==> config.mk <==
export PLATFORM = sky130hd
export DESIGN_NAME = mult_seq
export DESIGN_NICKNAME = d
export VERILOG_FILES = /design/src/rtl/mult_pkg.sv /design/src/rtl/mult_step.sv /design/src/rtl/mult_seq.sv
export SDC_FILE = /design/constraint.sdc
export NUM_CORES = 1
export LEC_CHECK = 0
export CAP_MARGIN = 25
export CORE_ASPECT_RATIO = 0.6
export CORE_MARGIN = 2
export CORE_UTILIZATION = 40
export DETAILED_ROUTE_END_ITERATION = 10
export PLACE_DENSITY = 0.66
export SLEW_MARGIN = 15
export SYNTH_ARGS = -nofsm -noshare
export SYNTH_HDL_FRONTEND = slang
export SYNTH_HIERARCHICAL = 1
export SYNTH_SLANG_ARGS = --single-unit
==> constraint.sdc <==
create_clock -name clk -period 8.3 [get_ports clk]
set_clock_uncertainty 0.15 [all_clocks]
set_input_delay 1.66 -clock clk [delete_from_list [all_inputs] [get_ports clk]]
set_output_delay 1.66 -clock clk [all_outputs]
set_load 0.02 [all_outputs]
==> src/rtl/mult_pkg.sv <==
// mult_pkg: shared FSM state type and default operand width for the sequential multiplier.
package mult_pkg;
  typedef enum logic [1:0] {IDLE = 2'd0, CALC = 2'd1, DONE = 2'd2} state_t;
  localparam int DEFAULT_WIDTH = 32;
endpackage

==> src/rtl/mult_step.sv <==
// mult_step: one add-and-shift step over the {carry, upper, multiplier} accumulator.
module mult_step import mult_pkg::*; #(
  parameter int WIDTH = DEFAULT_WIDTH
) (
  input  logic [2*WIDTH:0]  acc,
  input  logic [WIDTH-1:0]  a,
  output logic [2*WIDTH:0]  acc_next
);
  logic [WIDTH:0] upper;
  always_comb begin
    upper    = acc[0] ? {1'b0, acc[2*WIDTH-1:WIDTH]} + {1'b0, a} : acc[2*WIDTH:WIDTH];
    acc_next = {1'b0, upper, acc[WIDTH-1:1]};
  end
endmodule

==> src/rtl/mult_seq.sv <==
// mult_seq: sequential shift-add multiplier, WIDTH steps plus one DONE cycle.
// Signed operands are supported when MULT_SIGNED_EN is defined.
module mult_seq import mult_pkg::*; #(
  parameter int WIDTH = DEFAULT_WIDTH
) (
  input  logic               clk,
  input  logic               reset,
  input  logic [WIDTH-1:0]   a_in,
  input  logic [WIDTH-1:0]   b_in,
  input  logic               start,
`ifdef MULT_SIGNED_EN
  input  logic               signed_mode,
`endif
  output logic [2*WIDTH-1:0] product,
  output logic               done,
  output logic               busy
);
  localparam int CW = $clog2(WIDTH + 1);
  state_t               state_q, state_d;
  logic [WIDTH-1:0]     a_q, a_d, a_mag, b_mag;
  logic [2*WIDTH:0]     acc_q, acc_d, acc_step;
  logic [CW-1:0]        cnt_q, cnt_d;
  logic [2*WIDTH-1:0]   product_q, product_d;
  logic                 neg_q, neg_d, a_neg, b_neg;
`ifdef MULT_SIGNED_EN
  assign a_neg = signed_mode & a_in[WIDTH-1];
  assign b_neg = signed_mode & b_in[WIDTH-1];
`else
  assign a_neg = 1'b0;
  assign b_neg = 1'b0;
`endif
  // Magnitudes fit WIDTH bits unsigned, so the most negative value stays exact.
  assign a_mag = a_neg ? -a_in : a_in;
  assign b_mag = b_neg ? -b_in : b_in;
  mult_step #(.WIDTH(WIDTH)) u_step (
    .acc      (acc_q),
    .a        (a_q),
    .acc_next (acc_step)
  );
  always_comb begin
    state_d   = state_q;
    a_d       = a_q;
    acc_d     = acc_q;
    cnt_d     = cnt_q;
    product_d = product_q;
    neg_d     = neg_q;
    if (state_q == IDLE && start) begin
      state_d = CALC;
      a_d     = a_mag;
      acc_d   = {{(WIDTH+1){1'b0}}, b_mag};
      cnt_d   = '0;
      neg_d   = a_neg ^ b_neg;
    end else if (state_q == CALC) begin
      if (cnt_q == CW'(WIDTH)) begin
        state_d   = DONE;
        product_d = neg_q ? -acc_q[2*WIDTH-1:0] : acc_q[2*WIDTH-1:0];
      end else begin
        acc_d = acc_step;
        cnt_d = cnt_q + 1'b1;
      end
    end else if (state_q == DONE) begin
      state_d = IDLE;
    end
  end
  always_ff @(posedge clk or posedge reset) begin
    if (reset) begin
      state_q   <= IDLE;
      a_q       <= '0;
      acc_q     <= '0;
      cnt_q     <= '0;
      product_q <= '0;
      neg_q     <= 1'b0;
    end else begin
      state_q   <= state_d;
      a_q       <= a_d;
      acc_q     <= acc_d;
      cnt_q     <= cnt_d;
      product_q <= product_d;
      neg_q     <= neg_d;
    end
  end
  assign product = product_q;
  assign done    = state_q == DONE;
  assign busy    = state_q != IDLE;
endmodule

==> results.py <==
metrics = {
    "status": {
        "status": "complete, no violations",
    },
    "synth": {
        "synth_top_area_cell": "dfrtp_1",
        "ys.warnings.count": 6,
        "synthCells": 997,
        "mappedNetlistNets": 1099,
        "synthTopCellsByArea": "dfrtp_1 43%, mux2_2 6.7%, nand2_1 6.2%",
        "synth_most_common_cell": "dfrtp_1",
        "synth_top_area_frac": 0.4319,
        "synth-edff-count": 0,
        "synth.ff_latch_count": 169,
        "ys_top_cells_by_count": "169 x dfrtp_1, 163 x nand2_1, 95 x nor2_1",
        "synth.distinct_cells": 79,
        "synthArstFlopShare": 1.000,
        "ys_seq_area_frac": 0.4319,
        "synth_area_um2": 9791,
        "synth.avg_cell_area_um2": 9.820,
        "ys.flop_type": "dfrtp_1",
    },
    "pwr": {
        "combPwrFrac": 0.571,
        "power.internal_mw": 3.184,
        "p_total_mw": 5.591,
        "leakage_nw": 5.246,
        "ir_drop_mv": 0.1651,
        "p_per_area_nw_per_um2": 479.2,
        "sw_frac_of_total": 0.4305,
        "p_sw_mw": 2.407,
        "p_clk_frac": 0.151,
        "p_seq_frac": 0.277,
    },
    "clocking": {
        "path_clk_slew_ns": 0.07,
        "postCtsHoldBufs": 0,
        "clock_latency_ns": 0.43,
        "clockBufferDepth": 2,
        "cts_tree": "built",
        "cts_max_level": 4,
        "post_cts_resized": 0,
        "cts_made_buffers": 17,
        "cts_setup_buffers": 0,
        "cts_root_buf": "clkbuf_16",
        "cts_sinks": 169,
    },
    "floorplan": {
        "rows": 44,
        "die_h_um": 125.2,
        "initial_utilization": 0.4060,
        "io-pin-count": 133,
        "dieArea_um2": 25790,
        "fp.dieW_um": 206.0,
        "core_um2": 24110,
    },
    "grt": {
        "overflow": 0,
        "grt_pass1_vias": 7208,
        "track_usage": 0.1906,
        "antenna_found_initial": 0,
        "grt_pass1_wl_um": 39110,
        "grt_max_degree": 104,
    },
    "critical_path": {
        "r2r_start": "acc_q[32]",
        "crit_type": "reg2out",
        "critPathLaunch": "state_q[0]",
        "start_kind": "flop",
        "cp_max_fo": 9,
        "required_ns": 6.49,
        "critPathCaptureType": "output pin",
        "arrival_ns": 1.82,
    },
    "layout": {
        "nets": 1168,
        "antenna_cells": 0,
        "layout-drive-gt1-share": 0.1214,
        "area_growth_pct": 19.17,
    },
    "place": {
        "gp_congestion": 0.8943,
        "place_worst_setup_slack_ns": 4.339,
        "port_buffers": 132,
        "post-dp-hpwl_um": 15980,
    },
    "sta": {
        "min_period_over_period": 0.4374,
        "setup_viol": 0,
        "setup_slack_ns": 4.669,
        "hold_violations": 0,
        "relSlewSlack": 0.3004,
        "period_minus_slack_ns": 3.631,
        "slew_violations": 0,
        "worst_pin_slew_ns": 1.045,
        "tns_ns": 0,
        "rsz0062_at_grt": "no",
        "fmaxAchievable_mhz": 275.4,
    },
    "detailed_routing": {
        "remaining_drc_errors": 0,
        "first_pass_iters": 5,
        "drt-initial-drc-count": 670,
        "ant_nets": 0,
        "vias": 7544,
        "wl_per_cell_um": 17.05,
        "wl_um": 23880,
        "post_drt_via_cell_ratio": 5.385,
    },
    "flow_run": {
        "maxCapViolations": 0,
    },
    "worst_hold_path": {
        "holdCritStartpoint": "product[23]",
        "min_path_type": "reg2reg",
    },
}
==> layer usage <==
metal  routed length [µm]  track usage
met5                    0            0
met4                  222      0.04706
met3                 1441      0.04718
met2                 9558       0.2552
met1                12660       0.3017
==> critical path, cell delays in order, from the launching register on <==
cell	delay, ns
dfrtp_1	0.51
or2_2	0.34
clkdlybuf4s50_1	0.54
==> cells in the final DEF, fill, tap and decap left out, drive strengths merged, types with 5 or more instances in the layout <==
cell,n
clkbuf,20
xor2,6
xnor2,15
inv,49
nor3,6
nor2b,5
o21ai,28
nor2,95
mux2i,34
and3,7
dfrtp,169
o311ai,5
a21oi,39
nand3,8
clkdlybuf4s50,132
buf,11
ha,34
a21o,15
nand4,6
or3,6
a2111oi,33
a211oi,34
o211ai,7
mux2,83
nand2,163
==> stage by stage <==
stage	cell area (µm²)	hold slack [ns]	instances	utilization
floorplan	9791	0.3023	997	-
CTS	11640	0.3465	1400	0.4827
global route	11670	0.3562	1401	0.4839
detailed placement	11020	0.3238	1368	0.4570
global placement	10990	0.3224	1367	0.4558
finish	11670	0.3402	1401	0.4839
==> logic make-up (layout without fill, tap and decap cells) <==
| group | after synthesis | after routing | synth area share |
|---|---|---|---|
| simple gates | 313 | 313 | 0.1379 |
| compound gates | 202 | 202 | 0.1521 |
| flops | 169 | 169 | 0.4319 |
| buf+inv | 139 | 221 | 0.07936 |
| mux | 117 | 117 | 0.1341 |
| fa+ha+maj | 35 | 35 | 0.04550 |
| xor+xnor | 21 | 21 | 0.01879 |
| other cells | 1 | 1 | 0.0003830 |
==> power by group through the flow <==
stage / clock [mW] / combinational (mW) / sequential, mW
after global placement: 0 / 3.09 / 1.56
after global routing: 0.903 / 3.53 / 1.61
after CTS: 0.863 / 3.18 / 1.55
final: 0.844 / 3.20 / 1.55
after floorplan: 0 / 2.35 / 1.63
after detailed placement: 0 / 3.15 / 1.56
==> final cells by class <==
type | count | area (µm²)
clock buffers | 20 | 456.7
fillers | 2283 | 12450
inverters | 46 | 177.7
clock inverters | 12 | 163.9
well taps | 322 | 402.9
repair buffers | 143 | 1444
multi-input cells | 689 | 4793
flip-flops and latches | 169 | 4229
==> worst paths after layout <==
kind / endpoint / slack, ns / cells past startpoint
setup / recovery: busy / 4.67 / 2
hold / removal: product[23] / 0.34 / 1
setup reg to reg: acc_q[57] / 4.91 / 11
hold reg to reg: product[23] / 0.34 / 1
max in group asynchronous: acc_q[9] / 5.30 / 3
min in group asynchronous: product[32] / 1.47 / 2
==> sequential cells by signal (all words and copies together) (netlist names) <==
register and count:
cnt_q 6, acc_q 65, state_q 2, product 64
a_q 32
Note: power is estimated with default switching activity, not from simulation.
